File: src/rtl/bus_ctrl.sv
// CPU bus cycle controller: ROM/RAM chip selects with wait states, bus sizing and DMA hold handshake.
// Optional ROM timeout with BUSERR pulse is built when BUS_CTRL_TIMEOUT_EN is defined.
module bus_ctrl #(
    parameter int unsigned ROM_WAIT = 2,
    parameter int unsigned RAM_WAIT = 0,
    parameter int unsigned TIMEOUT  = 255
) (
    input  logic        CLK,
    input  logic        RES,
    input  logic        CE,
    input  logic        BCYSTn,
    input  logic        MRQn,
    input  logic [31:0] A,
    output logic        READYn,
    output logic        SZRQn,
    output logic        ROM_CEn,
    input  logic        ROM_READYn,
    output logic        RAM_CEn,
    output logic        HLDRQn,
    input  logic        HLDAKn,
    input  logic        DMA_REQ,
    output logic        DMA_GNT,
    output logic        BUSERR
);

    localparam int unsigned MaxWait = (ROM_WAIT > RAM_WAIT) ? ROM_WAIT : RAM_WAIT;
    localparam int unsigned CntW    = (MaxWait > 0) ? $clog2(MaxWait + 1) : 1;

    typedef enum logic [2:0] {StIdle, StWait, StReady, StHoldReq, StHold} state_e;
    typedef enum logic [1:0] {RegNone, RegRom, RegRam} region_e;

    state_e          state;
    region_e         region;
    region_e         dec_region;
    logic [CntW-1:0] wait_cnt;
    logic [CntW-1:0] load_val;
    logic            bus_start;

    // Low address bits never take part in region decode.
    logic unused_a;
    assign unused_a = ^A[19:0];

    assign bus_start = !BCYSTn && !MRQn;

    always_comb begin
        if (A[31:20] == 12'hFFF) begin
            dec_region = RegRom;
        end else if (!A[31]) begin
            dec_region = RegRam;
        end else begin
            dec_region = RegNone;
        end
    end

    always_comb begin
        case (dec_region)
            RegRom:  load_val = CntW'(ROM_WAIT);
            RegRam:  load_val = CntW'(RAM_WAIT);
            default: load_val = '0;
        endcase
    end

`ifdef BUS_CTRL_TIMEOUT_EN
    localparam int unsigned TimW = (TIMEOUT > 1) ? $clog2(TIMEOUT + 1) : 1;

    logic [TimW-1:0] tout_cnt;
    logic            buserr_q;
    logic            tout_hit;

    assign tout_hit = (region == RegRom) && (tout_cnt == TimW'(TIMEOUT - 1));
    assign BUSERR   = buserr_q;
`else
    logic unused_cfg;
    assign unused_cfg = ^32'(TIMEOUT);
    assign BUSERR     = 1'b0;
`endif

    always_ff @(posedge CLK) begin
        if (RES) begin
            state    <= StIdle;
            region   <= RegNone;
            wait_cnt <= '0;
            READYn   <= 1'b1;
            SZRQn    <= 1'b1;
            ROM_CEn  <= 1'b1;
            RAM_CEn  <= 1'b1;
            HLDRQn   <= 1'b1;
            DMA_GNT  <= 1'b0;
`ifdef BUS_CTRL_TIMEOUT_EN
            tout_cnt <= '0;
            buserr_q <= 1'b0;
`endif
        end else if (CE) begin
            case (state)
                StIdle: begin
                    // A CPU cycle start takes priority over a pending DMA request.
                    if (bus_start) begin
                        region   <= dec_region;
                        wait_cnt <= load_val;
                        ROM_CEn  <= (dec_region != RegRom);
                        RAM_CEn  <= (dec_region != RegRam);
                        SZRQn    <= (dec_region != RegRom);
`ifdef BUS_CTRL_TIMEOUT_EN
                        tout_cnt <= '0;
`endif
                        if (load_val != '0) begin
                            state <= StWait;
                        end else begin
                            state  <= StReady;
                            READYn <= 1'b0;
                        end
                    end else if (DMA_REQ) begin
                        state  <= StHoldReq;
                        HLDRQn <= 1'b0;
                    end
                end
                StWait: begin
                    if (wait_cnt != '0) begin
                        wait_cnt <= wait_cnt - 1'b1;
                    end
`ifdef BUS_CTRL_TIMEOUT_EN
                    tout_cnt <= tout_cnt + 1'b1;
`endif
                    if (wait_cnt == '0 && (region != RegRom || !ROM_READYn)) begin
                        state  <= StReady;
                        READYn <= 1'b0;
                    end
`ifdef BUS_CTRL_TIMEOUT_EN
                    else if (tout_hit) begin
                        state    <= StReady;
                        READYn   <= 1'b0;
                        buserr_q <= 1'b1;
                    end
`endif
                end
                StReady: begin
                    state   <= StIdle;
                    region  <= RegNone;
                    READYn  <= 1'b1;
                    SZRQn   <= 1'b1;
                    ROM_CEn <= 1'b1;
                    RAM_CEn <= 1'b1;
`ifdef BUS_CTRL_TIMEOUT_EN
                    buserr_q <= 1'b0;
`endif
                end
                StHoldReq: begin
                    if (!DMA_REQ) begin
                        state  <= StIdle;
                        HLDRQn <= 1'b1;
                    end else if (!HLDAKn) begin
                        state   <= StHold;
                        DMA_GNT <= 1'b1;
                    end
                end
                StHold: begin
                    if (!DMA_REQ) begin
                        state   <= StIdle;
                        HLDRQn  <= 1'b1;
                        DMA_GNT <= 1'b0;
                    end
                end
                default: state <= StIdle;
            endcase
        end
    end

endmodule
File: config.mk
export PLATFORM = sky130hd
export DESIGN_NAME = bus_ctrl
export DESIGN_NICKNAME = d
export VERILOG_FILES = /design/src/rtl/bus_ctrl.sv
export SDC_FILE = /design/constraint.sdc
export NUM_CORES = 1
export LEC_CHECK = 0
export BUFFER_PORTS_ARGS = -buffer_cell sky130_fd_sc_hd__buf_4
export CELL_PAD_IN_SITES_DETAIL_PLACEMENT = 0
export CELL_PAD_IN_SITES_GLOBAL_PLACEMENT = 1
export CORE_MARGIN = 5
export CORE_UTILIZATION = 33
export CTS_CLUSTER_DIAMETER = 80
export CTS_CLUSTER_SIZE = 24
export DETAILED_ROUTE_END_ITERATION = 6
export PLACE_DENSITY = 0.94
export SLEW_MARGIN = 20
export SYNTH_ARGS = -nofsm -noshare
export SYNTH_HDL_FRONTEND = slang
export SYNTH_SLANG_ARGS = --single-unit
File: constraint.sdc
create_clock -name CLK -period 3.62 [get_ports CLK]
set_clock_uncertainty 0.15 [all_clocks]
set_input_delay 0.724 -clock CLK [delete_from_list [all_inputs] [get_ports CLK]]
set_output_delay 0.724 -clock CLK [all_outputs]
set_load 0.02 [all_outputs]
After elaboration in Yosys (flattened, before gate mapping)
Index checks and enable logic that the tools add are counted.

Register bits: 12. Bits in latches: 0. Memory bits (writable): 0. Bits in read-only memories: 0. Bits of input ports: 40. Logic and storage cells: 84. Memories: 0.

$add $sub $neg: 1. Multiply operators: 0. Divide/modulo/power cells: 0. $lt $le $gt $ge: 0. Equal/unequal tests: 21. Shifts and indexed selects: 0. Mux-type cells: 32. Bitwise gates (word level): 0. Reductions and logical operators: 22.

Operators with widths (number): inequality test 2 bit (second input constant) (11); AND reduction 5 bit (4); 2-to-1 mux 3 bit (6); 2-to-1 mux 2 bit (7); == test 12 bit (second input constant) (1); one-hot mux 3 bit (4 select lines) (1); nonzero test 2 bit (6); 2-to-1 mux 1 bit (11); one-hot mux 1 bit (2 select lines) (4); one-hot mux 2 bit (2 select lines) (2); == test 3 x 2 -> 1 bit (second input constant) (2); inequality test 3 bit (second input constant) (2); inequality test 2 x 1 -> 1 bit (second input constant) (2); AND reduction 4 bit (1); == test 3 x 1 -> 1 bit (second input constant) (1); == test 3 bit (second input constant) (1); logical NOT 1 bit (3); logical NOT 3 bit (1); one-hot mux 1 bit (3 select lines) (1); AND reduction 3 bit (1); nonzero test 3 bit (1); == test 2 x 1 -> 1 bit (second input constant) (1); logical AND 1 bit (2); logical NOT 2 bit (1); other kinds (3) (3).

Logic depth before layout (Yosys ltp)
Word-level depth: 8. Gate-level depth with buffers: 5.

Worst setup path after synthesis
Ideal clock, no wire load.

Kind: in2reg. From: input CE. To: register wait_cnt[1]. Arrival time: 1.818 ns. Required time: 3.350 ns. Path slack: 1.532 ns. Cell stages on the path: 4. Cell sequence: buf_2 -> or3b_4 -> a221o_1 -> o31a_1.

Longest elaborated chain between the ends: 1.

Ends and longest elaborated chain: start, declared (line 10) `input logic CE,`; AND reduction 4 bit (no source line); end signal, assigned (line 99) `wait_cnt <= load_val;`; end signal, assigned (line 119) `wait_cnt <= wait_cnt - 1'b1;`; end, declared (line 35) `logic [CntW-1:0] wait_cnt;`.

Every way passes these cells. A chain may end at the register's enable or synchronous reset.

Final worst setup path
From: register state[2]. To: register state[0].

Longest elaborated chain between the ends: 3. Elaborated cells between the ends (all ways): 10.

Ends and longest elaborated chain: start, declared (line 32) `state_e state;`; start signal, assigned (line 80) `state <= StIdle;`; start signal, assigned (line 107) `state <= StWait;`; start signal, assigned (line 109) `state <= StReady;`; == test 3 x 2 -> 1 bit (tied with other cells) (line 94) `case (state)`; inequality test 3 bit (no source line) / inequality test 2 bit (equally long branches); AND reduction 5 bit (no source line).

Several ways; a longest one is shown, not always the timed one.

==> metrics <==
status finished, final reports clean; minimum clock period after layout between 1.5 and 2 ns; # DRC 0; Final Hold Fails 0; PortBufs 25; CP max stage cell dfxtp_1; Clock Latency Late Sink between 0.2 and 0.3 ns; M1 GR Usage 0.124; row cnt 18; Internal Power around 0.25 mW; core area ~2500 µm²; dpl ws approximately 1.5 ns; Die Ht approximately 61 µm; Hold Path Depth 2; antenna cells 0; routed length per instance around 13 µm; reg2reg setup slack about 1.7 ns; CP Capture Type flip-flop; Worst Slack Setup Final between 1.5 and 2 ns; met2 Use GR 0.188; Longest Clk Path Bufs 2; startpoint types flip-flop; most common cell in the netlist dfxtp_1; HPWL Detailed 1420 µm; LEAKAGE 0.432 nW; global-route wire length before repair 3050 µm; RSZ-0062 raised after global routing no; grt ovf 0; Worst Hold Path EP region[1]$_SDFFE_PP0P_; R2R cell count 4; Largest stage delay, worst path roughly 0.54 ns; main area contributors after synthesis dfxtp_1 (28%), buf_6 (4.0%), a21oi_1 (3.5%); initial core utilization 0.342; hold-fix buffer count after cts 0; startpoint of the worst hold path region[1]$_SDFFE_PP0P_; #FFs+latches synth 12; drt total wl roughly 1800 µm; clock share of power 0.314; VDD IR max 179 µV; GRT Total Usage 0.106; worst path arrival time 1.96 ns; Worst Setup Path Type flip-flop to flip-flop; Max Cap Viol 0; busiest grt layer met2; final period utilization 0.528; post-CTS sizing 0; clock slew at reported path FFs 0.09 ns; number of fill cells in the layout about 250; Post-synth top flop dfxtp_1; drt via density roughly 5.4; Async S/R FF share, synth 0; Worst Path Required about 3.7 ns; CTS Buf Count 3; Post-Syn Instances 92; Final Net Count approximately 160; hold crit path type flip-flop to flip-flop; EDFF count, synth 0; Synth top cells by count dfxtp_1 (12), a21oi_1 (6), nor2_1 (5); syn_area_per_cell roughly 9.2 µm²; Ports 47; Post-Syn Nets approximately 130; ratio of cells with drive above 1 in the final layout 0.336; sequential fraction of the synthesis area 0.283; area leader, netlist dfxtp_1; maximum fanout along the worst path 13; Seq pwr share 0.431; CTS root buf clkbuf_4; FMAX between 500 and 600 MHz; worst r2r src state[2]$_SDFFE_PP0P_; DIE AREA about 3700 µm²; count of cell types in the netlist 43; NetSw 0.102 mW; drt initial violations 18; pin count of the biggest net entering global routing 16; vias in the first global route roughly 750; Setup violations, final 0; post-route ant nets 0; clk sinks 12; DIE WIDTH ~61 µm; FF-to-FF End state[0]$_SDFFE_PP0P_; synthesized cell area 848 µm²; GP Congestion around 0.82; Vias slightly below 800; area share of the largest cell type after synthesis 0.283; GR Util met3 0.0298; P per Cell Area about 340 nW/µm²; initial antenna violation count 0; layout overhead on the synthesized area 22.4%; Gate power share 0.256; Post-CTS Setup Bufs 0; CTS tree yes; Sw Ratio 0.292; Slew Limit Fails 0; cells along the critical path or3b_1 > o311a_1 > o221ai_2 > mux2i_1; DR pass1 iterations 4; Fin Setup TNS 0 ns; Yosys Warn Count 0; H-tree depth 1
-- sequential cells by signal, indices dropped and copies added, names as in the netlist --
| register | cells |
|---|---|
| READYn | 1 |
| region | 2 |
| HLDRQn | 1 |
| RAM_CEn | 1 |
| ROM_CEn | 1 |
| state | 3 |
| DMA_GNT | 1 |
| wait_cnt | 2 |
-- power by group through the flow --
stage / registers [mW] / logic [mW] / clock network, mW
6_report: 0.150 / 0.0891 / 0.109
5_1_grt: 0.152 / 0.0980 / 0.116
4_1_cts: 0.150 / 0.0896 / 0.111
3_5_place_dp: 0.153 / 0.0890 / 0
3_3_place_gp: 0.153 / 0.0873 / 0
2_1_floorplan: 0.151 / 0.0638 / 0
-- stage by stage --
step / total power, mW / area (µm²) / hold WS [ns] / cells / utilization
finish: 0.349 / 1040 / 0.318 / 143 / 0.419
global route: 0.367 / 1040 / 0.353 / 143 / 0.419
CTS: 0.350 / 1040 / 0.319 / 143 / 0.419
detailed placement: 0.242 / 1000 / 0.302 / 139 / 0.405
global placement: 0.240 / 1000 / 0.299 / 139 / 0.405
floorplan: 0.215 / 848 / 0.278 / 92 / -
-- critical path: cells and delay by family, from the launching register on --
kind,cells,cell delay (ns)
flip-flops,1,0.54
AO/OA/AOI/OAI,2,0.50
AND/OR/NAND/NOR,1,0.43
multiplexers,1,0.22
-- logic make-up after synthesis --
group / synth area share
and+or+nand+nor: 0.335
DFF: 0.283
adders and majority gates: 0.0147
other: 0.00442
muxes: 0.0354
buffers and inverters: 0.102
AOI/OAI and AO/OA: 0.226
-- worst max path at each step --
stage	startpoint	to	slack (ns)	cells after the start
floorplan	CE	wait_cnt[1]$_SDFFE_PP0P_	1.53	4
global placement	A[31]	READYn$_SDFFE_PP1P_	1.52	5
detailed placement	A[31]	READYn$_SDFFE_PP1P_	1.50	5
CTS	state[2]$_SDFFE_PP0P_	state[0]$_SDFFE_PP0P_	1.71	4
global route	state[2]$_SDFFE_PP0P_	state[0]$_SDFFE_PP0P_	1.57	4
finish	state[2]$_SDFFE_PP0P_	state[0]$_SDFFE_PP0P_	1.71	4
-- metal layers --
metal  wire length [µm]  up-vias  part of all wire
met5                  0        -                 0
met4                  0        0                 0
met3                197        0              0.11
met2                895       30              0.49
met1                746      356              0.41
li1                   -      383                 -
-- cell usage in the layout, fill, tap and decap left out, types with 4 or more instances in the layout --
master	netlist	layout
a21oi_1	6	6
nand2_1	4	4
dfxtp_1	12	12
nor2_1	5	5
o21bai_1	4	4
buf_4	2	25
o21ai_0	4	4
inv_1	4	4
-- area by class of cell --
| type | count | area [µm²] | share of cell area |
|---|---|---|---|
| multi-input cells | 68 | 522 | 0.502 |
| flip-flops and latches | 12 | 240 | 0.231 |
| repair buffers | 25 | 188 | 0.181 |
| well taps | 30 | 37.5 | 0.0361 |
| clock buffers | 4 | 36.3 | 0.0349 |
| inverters | 4 | 15.0 | 0.0145 |
Note: power is estimated with default switching activity, not from simulation.
